**src/rtl/simple_proc_pkg.sv**
```systemverilog
// Shared definitions for the simple_proc core: opcodes, FSM states and
// instruction field positions.
package simple_proc_pkg;

   localparam logic [2:0] OP_MV  = 3'b000;
   localparam logic [2:0] OP_MVT = 3'b001;
   localparam logic [2:0] OP_ADD = 3'b010;
   localparam logic [2:0] OP_SUB = 3'b011;

   localparam int III_MSB = 15;
   localparam int III_LSB = 13;
   localparam int I_BIT   = 12;
   localparam int RX_MSB  = 11;
   localparam int RX_LSB  = 9;
   localparam int RY_MSB  = 2;
   localparam int RY_LSB  = 0;
   localparam int D_MSB   = 8;
   localparam int D_LSB   = 0;

   typedef enum logic [1:0] {
      T0 = 2'd0,
      T1 = 2'd1,
      T2 = 2'd2,
      T3 = 2'd3
   } state_t;

   function automatic logic is_arith(input logic [2:0] op);
      return (op == OP_ADD) || (op == OP_SUB);
   endfunction

endpackage

```
**src/rtl/simple_proc_regfile.sv**
```systemverilog
// 8x16 register file: one write port, two combinational read ports, sync reset.
// SIMPLE_PROC_DBG_EN adds a third combinational read port for debug.
module simple_proc_regfile (
   input  logic        clk_i,
   input  logic        rst_i,
   input  logic        we_i,
   input  logic [2:0]  waddr_i,
   input  logic [15:0] wdata_i,
   input  logic [2:0]  raddr_a_i,
   output logic [15:0] rdata_a_o,
   input  logic [2:0]  raddr_b_i,
   output logic [15:0] rdata_b_o
`ifdef SIMPLE_PROC_DBG_EN
   ,
   input  logic [2:0]  dbg_raddr_i,
   output logic [15:0] dbg_rdata_o
`endif
);

   logic [15:0] regs_q [8];

   always_ff @(posedge clk_i) begin
      if (rst_i) begin
         for (int i = 0; i < 8; i++) regs_q[i] <= '0;
      end else if (we_i) begin
         regs_q[waddr_i] <= wdata_i;
      end
   end

   assign rdata_a_o = regs_q[raddr_a_i];
   assign rdata_b_o = regs_q[raddr_b_i];

`ifdef SIMPLE_PROC_DBG_EN
   assign dbg_rdata_o = regs_q[dbg_raddr_i];
`endif

endmodule

```
**src/rtl/simple_proc.sv**
```systemverilog
// Multicycle 16-bit core executing mv/mvt/add/sub words presented on DIN.
// SIMPLE_PROC_DBG_EN adds dbg_sel/dbg_rdata/dbg_state observation ports.
module simple_proc
   import simple_proc_pkg::*;
(
   input  logic        clk_50MHz,
   input  logic        reset,
   input  logic        run,
   input  logic [15:0] DIN,
   output logic        done
`ifdef SIMPLE_PROC_DBG_EN
   ,
   input  logic [2:0]  dbg_sel,
   output logic [15:0] dbg_rdata,
   output logic [1:0]  dbg_state
`endif
);

   state_t      state_q;
   logic [15:0] ir_q;
   logic [15:0] a_q;
   logic [15:0] g_q;
   logic        done_q;

   logic [2:0]  ir_op;
   logic [15:0] rdata_a;
   logic [15:0] rdata_b;
   logic [15:0] operand;
   logic        we;
   logic [15:0] wdata;

   assign ir_op   = ir_q[III_MSB:III_LSB];
   assign operand = ir_q[I_BIT] ? {7'd0, ir_q[D_MSB:D_LSB]} : rdata_b;

   simple_proc_regfile u_regfile (
      .clk_i       (clk_50MHz),
      .rst_i       (reset),
      .we_i        (we),
      .waddr_i     (ir_q[RX_MSB:RX_LSB]),
      .wdata_i     (wdata),
      .raddr_a_i   (ir_q[RX_MSB:RX_LSB]),
      .rdata_a_o   (rdata_a),
      .raddr_b_i   (ir_q[RY_MSB:RY_LSB]),
      .rdata_b_o   (rdata_b)
`ifdef SIMPLE_PROC_DBG_EN
      ,
      .dbg_raddr_i (dbg_sel),
      .dbg_rdata_o (dbg_rdata)
`endif
   );

   // Writes land on the edge that closes the done cycle (T1 for moves, T3 for ALU ops).
   always_comb begin
      we    = 1'b0;
      wdata = operand;
      case (state_q)
         T1: begin
            if (ir_op == OP_MV) begin
               we = 1'b1;
            end else if (ir_op == OP_MVT) begin
               we    = 1'b1;
               wdata = {ir_q[7:0], 8'h00};
            end
         end
         T3: begin
            we    = 1'b1;
            wdata = g_q;
         end
         default: ;
      endcase
   end

   // done is registered on entry to the completing state, so it is a clean Moore strobe.
   always_ff @(posedge clk_50MHz) begin
      if (reset) begin
         state_q <= T0;
         ir_q    <= '0;
         a_q     <= '0;
         g_q     <= '0;
         done_q  <= 1'b0;
      end else begin
         case (state_q)
            T0: begin
               done_q <= 1'b0;
               if (run) begin
                  ir_q    <= DIN;
                  state_q <= T1;
                  done_q  <= !is_arith(DIN[III_MSB:III_LSB]);
               end
            end
            T1: begin
               done_q <= 1'b0;
               if (is_arith(ir_op)) begin
                  a_q     <= rdata_a;
                  state_q <= T2;
               end else begin
                  state_q <= T0;
               end
            end
            T2: begin
               g_q     <= (ir_op == OP_SUB) ? (a_q - operand) : (a_q + operand);
               state_q <= T3;
               done_q  <= 1'b1;
            end
            default: begin
               state_q <= T0;
               done_q  <= 1'b0;
            end
         endcase
      end
   end

   assign done = done_q;

`ifdef SIMPLE_PROC_DBG_EN
   assign dbg_state = state_q;
`endif

endmodule

```
**config.mk**
```make
export PLATFORM = sky130hd
export DESIGN_NAME = simple_proc
export DESIGN_NICKNAME = d
export VERILOG_FILES = /design/src/rtl/simple_proc_pkg.sv /design/src/rtl/simple_proc_regfile.sv /design/src/rtl/simple_proc.sv
export SDC_FILE = /design/constraint.sdc
export NUM_CORES = 1
export LEC_CHECK = 0
export CELL_PAD_IN_SITES_DETAIL_PLACEMENT = 1
export CELL_PAD_IN_SITES_GLOBAL_PLACEMENT = 1
export CORE_AREA = 2 2 39 41
export CTS_CLUSTER_DIAMETER = 30
export DETAILED_ROUTE_END_ITERATION = 8
export DIE_AREA = 0 0 41 43
export PLACE_DENSITY = 0.66
export SETUP_SLACK_MARGIN = 0.5
export SLEW_MARGIN = 30
export SYNTH_ARGS = -nofsm -noshare
export SYNTH_HDL_FRONTEND = slang
export SYNTH_SLANG_ARGS = --single-unit
export TNS_END_PERCENT = 20
```
**constraint.sdc**
```tcl
create_clock -name clk_50MHz -period 2.1 [get_ports clk_50MHz]
set_clock_uncertainty 0.2 [all_clocks]
set_input_delay 0.525 -clock clk_50MHz [delete_from_list [all_inputs] [get_ports clk_50MHz]]
set_output_delay 0.525 -clock clk_50MHz [all_outputs]
set_load 0.1 [all_outputs]
```
Word-level counts from Yosys, hierarchy flattened --
Cells that the tools add are included.
Storage, ports and cells: register bits 19, input port bits 19, output and inout bits 1, logic and storage cells 20
Operators by class: equality and inequality tests 7, muxes and demuxes 5, reductions and logical operators 5
Operator list (count):
- 3-bit by 2-bit equality test with 1-bit output, second input constant | 4
- 2-bit case mux with 3 select lines | 1
- 2-bit two-way mux | 2
- 2-bit by 1-bit equality test with 1-bit output, second input constant | 1
- 2-bit equality test, second input constant | 1
- 2-bit zero test | 1
- 1-bit logical OR | 2
- 2-bit != test, second input constant | 1
- 1-bit case mux with 2 select lines | 1
- 2-bit AND reduction | 1
- 1-bit zero test | 1
- 1-bit two-way mux | 1

Depth between registers and ports, before layout --
depth after elaboration 5, gate-level depth with buffers 3, depth with buffers taken out 3

Worst setup path before layout --
Ideal clock, no wire load.
kind register -> output, start register done_q (netlist: done), end output done, data arrival time 0.909 ns, required time 1.375 ns, setup slack 0.466 ns, stages on the path, launching flop included 1, buffers on the path 0, cell sequence dfxtp_1
RTL lines:
- start, declared | line simple_proc.sv:23 | logic done_q;
- start signal, assigned | line simple_proc.sv:88 | done_q <= !is_arith(DIN[III_MSB:III_LSB]);
- end, declared | line simple_proc.sv:10 | output logic done
No word-level cell between the ends.

Worst setup path in the final report --
start register done_q (netlist: done), end output done
No word-level cell between the ends.

==> flow_summary.yaml <==
floorplan:
  fp-row-count: 14
  die_h_microns: 43
  core_area_sq_um: 1380
  start_util: 0.137
  fp.dieW_microns: 41
  die_area_sq_um: 1760
  ios: 20
pwr:
  ir_drop_mv: 0.146
  p_per_area_nw_per_um2: 819
  p_leak_nw: 0.118
cells_and_area:
  drive_gt1_frac: 0.250
  fill_cells: 167
  finish.utilization: 0.219
  area_delta_synth_final_pct: 59.2
  nets: 48
  antenna_cells: 0
cts:
  insertion_delay_ns: 0.23
  root_buffer: "clkbuf_4"
  clock-sinks: 5
  cts_buffers: 3
  cts_tree: "done"
  clockBufferDepth: 2
  clkSlewWorstSetupHoldPaths_ns: 0.04
  h-tree-depth: 1
synthesis:
  synth_top_family_by_area: "simple AND/OR/NAND/NOR gates"
  synth-compound-area-share: 0.0526
  ys_ff_latch: 5
  ys_warn_count: 0
  synthMuxAreaShare: 0.105
  synth_nets: 38
  synth.most_common_cell: "dfxtp_1"
  yosys.area_share.simple: 0.296
  synth_xor_area_frac: 0
  synth.distinct_cells: 9
  async_flop_share: 0
  synthAdderAreaFrac: 0
  synth_common_cells: "dfxtp_1 (5), nor2_1 (4), a21oi_1 (2), mux2i_1 (2), nor3_1 (2)"
  synth_edf_count: 0
  syn-cell-area_sq_um: 190
  synth.area.top_cells: "dfxtp_1 (53%), mux2i_1 (11%), nor2_1 (7.9%), and4bb_2 (6.6%), nor3b_2 (6.6%)"
  synthFlopType: "dfxtp_1"
  syn_inst: 19
  synth_top_area_share: 0.526
  yosysSeqAreaShare: 0.526
  yosysTopAreaCell: "dfxtp_1"
  syn_avg_cell_area_sq_um: 10.0
sta:
  final.setup.tns_ns: 0
  finalSetupViolCount: 0
  rsz0062_at_grt: "no"
  fin_crit_ns: 1.46
  max-slew-margin-rel: 0.858
  hold_slack_ns: 0.287
  slew_viol_final: 0
  hold_violations: 0
  tightest_slew_ns: 0.213
  fmax_mhz: 684
  fin_crit_sh: 0.696
critical_path:
  crit_buf_inv: 1
  worst-setup-path-type: "reg2out"
  cp_slowest_stage_delay_ns: 0.33
  crit_path_start_kind: "register"
  crit_family: "flip-flops"
  critical_path_arrival_ns: 0.74
  path_max_fanout: 1
  end_kind: "output port"
  cp.required_ns: 1.37
  cp_slowest_cell: "dfxtp_2"
  crit_chain: "buf_12"
global_route:
  grt_use_total: 0.0512
  grt_pass1_vias: 177
  grt_max_degree: 6
  antenna_found_initial: 0
  grt_pass1_wl_microns: 579
  grt_overflow: 0
drt:
  drt-pass1-iter-count: 1
  drc: 0
  wirelength_microns: 378
  drtIter0Drc: 0
  dr_total_vias: 159
  wire_per_inst_microns: 8.59
  drtAntennaViolNets: 0
  via_per_inst: 3.61
hold_path:
  holdCritPathClass: "reg2reg"
status:
  status: "finished clean"
place:
  place.gp.congestion: 0.518
  port_buffers: 5
run:
  maxCapViolations: 0
[repair_timing]
action,in CTS,in global routing
gates resized for setup,2,0
setup endpoints to repair,2,0
buffers inserted,0,0
endpoints found under the hold margin,0,0
hold buffers,0,0
[placed cells by master, fill, tap and decap left out]
| master | count |
|---|---|
| a21oi_1 | 2 |
| and4bb_2 | 1 |
| buf_12 | 1 |
| clkbuf_1 | 1 |
| clkbuf_4 | 3 |
| clkdlybuf4s50_1 | 3 |
| dfxtp_1 | 4 |
| dfxtp_2 | 1 |
| dlygate4sd2_1 | 1 |
| inv_1 | 1 |
| mux2i_1 | 2 |
| nand2b_1 | 1 |
| nor2_1 | 4 |
| nor3_1 | 2 |
| nor3b_4 | 1 |
[cells by family after synthesis]
group	count (synthesis)
AO/OA/AOI/OAI	2
buffers and inverters	1
flip-flops	5
multiplexers	2
AND/OR/NAND/NOR	9
[stage by stage]
stage / cell area (sq um) / worst slack (ns) / std cells / power (mW)
detailed placement: 272 / 0.157 / 40 / 0.142
global route: 303 / 0.621 / 44 / 0.262
global placement: 272 / 0.240 / 40 / 0.141
floorplan: 191 / 0.749 / 19 / 0.125
CTS: 303 / 0.625 / 44 / 0.256
finish: 303 / 0.638 / 44 / 0.248
[report_power, final]
part           switching (mW)  internal, mW
logic                  0.0171        0.0183
clock network          0.0355        0.0716
registers             0.00456         0.101
total                  0.0572         0.191
[sequential cells by signal, indices dropped and copies added, names as in the netlist]
signal   count
state_q      2
ir_q         2
done         1
[final cells by class]
| class | count | area, sq um | share of cell area |
|---|---|---|---|
| clock buffers | 4 | 26.3 | 0.0868 |
| repair buffers | 5 | 58.8 | 0.194 |
| well taps | 16 | 20.0 | 0.0661 |
| inverters | 1 | 3.75 | 0.0124 |
| flip-flops and latches | 5 | 101 | 0.335 |
| multi-input cells | 13 | 92.6 | 0.306 |
[metal layers]
layer	track usage	share of wire
met5	0	0
met4	0.0600	0
met3	0.0157	0.037
met2	0.0750	0.49
met1	0.0482	0.47
[final timing paths]
check / endpoint / slack, ns / start / depth (start not counted)
hold reg to reg: ir_q[14] / 0.29 / ir_q[14] / 2
hold / removal: ir_q[14] / 0.29 / ir_q[14] / 2
setup reg to reg: ir_q[14] / 0.90 / state_q[1] / 3
setup / recovery: done / 0.64 / done / 1
Power figures use the tool's default switching activity.
